## src/rtl/fetch_pkg.sv

```systemverilog
// Shared fetch-side types and constants, also used by issue/decode.
package fetch_pkg;
  localparam int FQ_XLEN = 32;

  // addi x0, x0, 0
  localparam logic [FQ_XLEN-1:0] NOP_INSTR = 32'h0000_0013;

  // Layout of one fetch queue entry; the main FIFO stores {instr, pc} in this order
  typedef struct packed {
    logic [FQ_XLEN-1:0] instr;
    logic [FQ_XLEN-1:0] pc;
  } fq_entry_t;
endpackage

```

## src/rtl/sync_fifo.sv

```systemverilog
// Synchronous FIFO with wrap-bit pointers; DEPTH must be a power of two and >= 2.
module sync_fifo #(
  parameter int WIDTH = 64,
  parameter int DEPTH = 8
) (
  input  logic                     clk,
  input  logic                     rst,
  input  logic                     flush,
  input  logic                     push,
  input  logic                     pop,
  input  logic [WIDTH-1:0]         wdata,
  output logic [WIDTH-1:0]         rdata,
  output logic                     full,
  output logic                     empty,
  output logic [$clog2(DEPTH):0]   count
);
  localparam int AW = $clog2(DEPTH);

  logic [WIDTH-1:0] mem [DEPTH];
  logic [AW:0]      wptr;
  logic [AW:0]      rptr;
  logic             do_push;
  logic             do_pop;

  assign empty   = (wptr == rptr);
  assign full    = (wptr[AW] != rptr[AW]) && (wptr[AW-1:0] == rptr[AW-1:0]);
  assign count   = wptr - rptr;
  assign do_pop  = pop && !empty;
  // A pop in the same cycle frees the slot, so push+pop at full is legal
  assign do_push = push && (!full || do_pop);
  assign rdata   = mem[rptr[AW-1:0]];

  // Pointer control; flush wins over any push or pop in the same cycle
  always_ff @(posedge clk) begin
    if (rst || flush) begin
      wptr <= '0;
      rptr <= '0;
    end else begin
      if (do_push) wptr <= wptr + 1'b1;
      if (do_pop)  rptr <= rptr + 1'b1;
    end
  end

  // Entry storage, written only on an accepted push and never reset
  always_ff @(posedge clk) begin
    if (do_push && !flush) mem[wptr[AW-1:0]] <= wdata;
  end

  // Overflow is a caller bug: the credit scheme upstream must prevent it
  always_ff @(posedge clk) begin
    if (!rst && !flush) assert (!(push && full && !pop));
  end
endmodule

```

## src/rtl/fetch_queue.sv

```systemverilog
// Fetch PC generator, imem request issue with credit control, and instruction queue.
module fetch_queue
  import fetch_pkg::*;
#(
  parameter int              XLEN      = 32,
  parameter int              DEPTH     = 8,
  parameter int              MAX_OUTST = 4,
  parameter logic [XLEN-1:0] RESET_PC  = '0
) (
  input  logic            clk,
  input  logic            rst,
  output logic            imem_req_o,
  output logic [XLEN-1:0] imem_addr_o,
  input  logic            imem_gnt_i,
  input  logic            imem_rvalid_i,
  input  logic [XLEN-1:0] imem_rdata_i,
  input  logic            redirect_i,
  input  logic [XLEN-1:0] redirect_pc_i,
  output logic [XLEN-1:0] instr,
  output logic [XLEN-1:0] pc,
  output logic            instr_valid_o,
  input  logic            instr_fifo_en
);
  localparam int CW = $clog2(DEPTH);
  localparam int TW = $clog2(MAX_OUTST);
  localparam int OW = $clog2(MAX_OUTST + 1);

  logic [XLEN-1:0]   fetch_pc;
  logic [OW-1:0]     outst;
  logic [OW-1:0]     drop;
  logic              hs;
  logic              rsp;
  logic              keep;

  logic [2*XLEN-1:0] main_head;
  logic              main_full;
  logic              main_empty;
  logic [CW:0]       main_count;

  logic [XLEN-1:0]   tag_head;
  logic              tag_full;
  logic              tag_empty;
  logic [TW:0]       tag_count;

  // Only issue when every outstanding response is guaranteed a queue slot
  assign imem_req_o  = !rst && !redirect_i
                     && (int'(main_count) + int'(outst) < DEPTH)
                     && (int'(outst) < MAX_OUTST);
  assign imem_addr_o = fetch_pc;
  assign hs          = imem_req_o && imem_gnt_i;
  // A response with nothing outstanding is a protocol error and is ignored
  assign rsp         = imem_rvalid_i && (outst != '0);
  // Responses to requests issued before a redirect are stale and discarded
  assign keep        = rsp && (drop == '0) && !redirect_i;

  sync_fifo #(.WIDTH(2 * XLEN), .DEPTH(DEPTH)) u_main_fifo (
    .clk   (clk),
    .rst   (rst),
    .flush (redirect_i),
    .push  (keep),
    .pop   (instr_fifo_en),
    .wdata ({imem_rdata_i, tag_head}),
    .rdata (main_head),
    .full  (main_full),
    .empty (main_empty),
    .count (main_count)
  );

  // Holds the PC of each live (non-stale) request so its response is tagged correctly
  sync_fifo #(.WIDTH(XLEN), .DEPTH(MAX_OUTST)) u_tag_fifo (
    .clk   (clk),
    .rst   (rst),
    .flush (redirect_i),
    .push  (hs),
    .pop   (keep),
    .wdata (fetch_pc),
    .rdata (tag_head),
    .full  (tag_full),
    .empty (tag_empty),
    .count (tag_count)
  );

  assign instr_valid_o = !main_empty;
  assign instr         = main_empty ? XLEN'(NOP_INSTR) : main_head[2*XLEN-1:XLEN];
  assign pc            = main_empty ? '0 : main_head[XLEN-1:0];

  // Fetch PC, in-flight count and stale-response count; redirect has top priority
  always_ff @(posedge clk) begin
    if (rst) begin
      fetch_pc <= RESET_PC;
      outst    <= '0;
      drop     <= '0;
    end else if (redirect_i) begin
      fetch_pc <= {redirect_pc_i[XLEN-1:2], 2'b00};
      outst    <= outst - OW'(rsp);
      drop     <= outst - OW'(rsp);
    end else begin
      if (hs) fetch_pc <= fetch_pc + XLEN'(4);
      outst <= outst + OW'(hs) - OW'(rsp);
      if (rsp && (drop != '0)) drop <= drop - OW'(1);
    end
  end

  // Protocol and bookkeeping invariants
  always_ff @(posedge clk) begin
    if (!rst) begin
      assert (!(imem_rvalid_i && (outst == '0)));
      assert (drop <= outst);
      assert (int'(tag_count) == int'(outst) - int'(drop));
      assert (!(hs && tag_full));
      assert (!(keep && tag_empty));
      assert (!(keep && main_full && !instr_fifo_en));
    end
  end
endmodule
```

## config.mk

```make
export PLATFORM = sky130hd
export DESIGN_NAME = fetch_queue
export DESIGN_NICKNAME = d
export VERILOG_FILES = /design/src/rtl/fetch_pkg.sv /design/src/rtl/sync_fifo.sv /design/src/rtl/fetch_queue.sv
export SDC_FILE = /design/constraint.sdc
export NUM_CORES = 1
export LEC_CHECK = 0
export CORE_AREA = 2 2 227 229
export CTS_CLUSTER_SIZE = 20
export DETAILED_ROUTE_END_ITERATION = 10
export DIE_AREA = 0 0 229 231
export PLACE_DENSITY = 0.85
export SYNTH_ARGS = -nofsm -noshare
export SYNTH_HDL_FRONTEND = slang
export SYNTH_SLANG_ARGS = --single-unit
```

## constraint.sdc

```tcl
create_clock -name clk -period 5.9 [get_ports clk]
set_input_delay 0.59 -clock clk [delete_from_list [all_inputs] [get_ports clk]]
set_output_delay 0.59 -clock clk [all_outputs]
set_load 0.02 [all_outputs]
```

==> impl_metrics.yaml <==
status:
  run_status: "finished clean"
flow_run:
  cap_violations: 0
power:
  p_leak_nw: 9.49
  vdd_drop_max_v: 0.000299
  power_density_nw_per_um2: 323
worst_setup_path:
  crit_type: "reg2reg"
  critical_path.startpoint_type: "register"
  reg2reg_slack_ps: 1260
  crit_arrival_ps: 5130
  worstPathRequired_ps: 6390
  critPathCaptureType: "register"
  r2r_end: "outst[2]$_SDFF_PP0_"
  setup.worst_path.start: "u_main_fifo.wptr[0]$_SDFFE_PP0P_"
  worstReg2RegStart: "u_main_fifo.wptr[0]$_SDFFE_PP0P_"
  reg2regPathDepth: 18
  cp_max_fo: 37
  critPathCapture: "outst[2]$_SDFF_PP0_"
hold_path:
  min_path_type: "reg2reg"
die:
  fp.dieH_um: 231
  start_util_pct: 52.2
  rows: 83
  core_um2: 50700
  die_w_um: 229
  die_area_um2: 52900
  num_io_pins: 168
clocking:
  cts_tree: "yes"
  cts_made_buffers: 61
  cts.sinks: 671
  clockBufferDepth: 3
  cts.hold.buffers_added: 0
  postCtsSetupBuffers: 0
  post_cts_resize_count: 0
  root_buffer: "clkbuf_16"
  htree_levels: 2
  clock_latency_ps: 620
  path_clk_slew_ps: 70
place:
  gp_congestion: 0.806
  dpl.hpwl_um: 29800
  place_ws_ps: 1350
  io_buffer_count: 161
  dp.cells: 2164
global_route:
  antenna_found_initial: 0
  grt_pass1_vias: 14300
  track_usage_pct: 20.9
  grt-ovfl-total: 0
  grt_pass1_wl_um: 84000
  grt_max_degree: 67
sta:
  fin_ws_ps: 1260
  setup_viol: 0
  worst_pin_slew_ps: 1120
  rsz0062_at_grt: "no"
  fin_crit_ps: 4640
  fin_worst_skew_ps: 15.0
  timing.slew.headroom_pct: 25.3
  period_share_pct: 78.6
  clock.fmax_mhz: 216
  drv_slew: 0
  hold_viol: 0
  tns_ps: 0
synthesis:
  ys_seq_area_share_pct: 74.0
  synth-async-reset-ratio_pct: 0
  ys_warn_count: 0
  synthMuxAreaShare_pct: 16.1
  avgSynthCellArea_um2: 19.3
  yosysTopAreaCellShare_pct: 69.9
  synth_top_family_by_area: "multiplexers"
  synth.most_common_cell: "edfxtp_1"
  ys_top_cells_by_count: "616 x edfxtp_1, 154 x mux4_2, 88 x nor2_1, 78 x mux2i_1, 55 x dfxtp_1"
  syn_area_um2: 26500
  post_synth_num_cell_types: 53
  synth-simple-area-share_pct: 4.35
  syn_inst: 1368
  synth.area.top_cells: "edfxtp_1 70%, mux4_2 13%, dfxtp_1 4.2%"
  synth_fa_ha_area_share_pct: 1.05
  ys.flop_type: "edfxtp_1"
  yosys.area.top_type: "edfxtp_1"
  synth_enable_flop_cells: 616
  ys_ff_latch: 671
  synth-compound-area-share_pct: 2.41
  synthXorXnorAreaFrac_pct: 0.596
drt:
  wl_met2_um: 27700
  viasPerCell: 6.05
  dr.pass1.iters: 5
  totalWireLength_um: 54700
  ant_nets: 0
  drc: 0
  route.met3.wl_um: 3750
  drtIter0Drc: 1118
  vias: 13800
  wl_per_cell_um: 24.0
  highest_layer: "met4"
  met1_length_um: 22000
layout:
  drive_above_1_share_pct: 18.7
  finalNetCount: 1638
  diodes: 0
  multiInputGateArea_um2: 6570
  syn2layout_area_growth_pct: 17.2
  fill_cells: 3501
  regArea_um2: 19600
  final_cell_count_no_fill: 2278
## how the worst min path moves through the flow
stage / start / to / slack (ps) / cells after the start
finish: u_main_fifo.rptr[1]$_SDFFE_PP0P_ / register / 520 / 2
global route: redirect_pc_i[3] / imem_addr_o[3]$_SDFFE_PP0P_ / 540 / 3
CTS: redirect_pc_i[23] / imem_addr_o[23]$_SDFFE_PP0P_ / 520 / 3
detailed placement: u_tag_fifo.wptr[2]$_SDFFE_PP0N_ / u_tag_fifo.wptr[2]$_SDFFE_PP0N_ / 520 / 2
global placement: u_tag_fifo.wptr[2]$_SDFFE_PP0N_ / u_tag_fifo.wptr[2]$_SDFFE_PP0N_ / 500 / 2
floorplan: u_main_fifo.rptr[1]$_SDFFE_PP0P_ / register / 480 / 2
## cell families (layout without fill, tap and decap cells)
family	Yosys count	count (layout)
flip-flops	671	671
AND/OR/NAND/NOR	237	237
multiplexers	233	233
buffers and inverters	96	323
AO/OA/AOI/OAI	91	91
adder cells (fa/ha/maj)	21	21
XOR/XNOR	18	18
other	1	4
## sequential cells by signal, summed over array words and instances, names as in the netlist, named ones only
register and count:
u_main_fifo.mem 496, u_tag_fifo.rptr 3, u_tag_fifo.mem 120, imem_addr_o 30, u_main_fifo.rptr 4, u_main_fifo.wptr 4, outst 3, u_tag_fifo.wptr 3
drop 3
## worst max-delay path, stage by stage, from the launching register on
cell	delay [ps]
dfxtp_1	410
inv_1	100
ha_1	200
inv_1	70
fa_1	430
ha_1	280
and3b_1	160
o21a_1	200
a211oi_4	210
buf_4	430
inv_2	390
ha_1	390
inv_1	40
ha_1	200
fa_1	400
xor2_1	150
o21ai_0	210
xnor2_1	160
nor2_1	50
## power breakdown
part | total (mW) | switching, mW | internal (mW)
registers | 5.36 | 0.0751 | 5.28
clock network | 4.08 | 1.70 | 2.38
logic | 0.574 | 0.321 | 0.253
total | 10.0 | 2.10 | 7.92
## final cells by class
class / count / area share (%)
multi-input cells: 604 / 21.2
inverters: 21 / 0.254
well taps: 680 / 2.74
flip-flops and latches: 671 / 63.2
clock inverters: 44 / 1.65
clock buffers: 70 / 5.03
repair buffers: 188 / 5.97
## cells in the final DEF, fill, tap and decap left out, types with 10 or more instances in the layout
cell type,n
clkinv_2,17
nand2b_1,20
nand3_1,25
buf_4,24
a31oi_1,13
clkdlybuf4s50_1,161
o21ai_0,11
bufinv_16,11
mux4_2,154
clkinv_1,10
nand2_1,44
inv_1,18
mux2i_1,78
o31a_1,11
edfxtp_1,616
nor2_1,83
and3_1,11
dfxtp_1,50
o22ai_1,14
a21oi_1,12
clkbuf_16,61
ha_1,19
## metal layers
| metal | vias to the layer above | track usage, % |
|---|---|---|
| li1 | 5899 | - |
| met1 | 7195 | 28.5 |
| met2 | 600 | 34.9 |
| met3 | 80 | 3.72 |
| met4 | 0 | 5.72 |
| met5 | - | 0 |
## metrics by stage
step,util [%],total power [mW],area (µm²),hold WS [ps]
global placement,57.1,6.00,29000,499
CTS,61.2,10.1,31000,519
floorplan,-,5.77,26500,476
global route,61.2,10.3,31000,536
detailed placement,57.1,6.03,29000,515
finish,61.2,10.0,31000,520
Power figures use the tool's default switching activity.
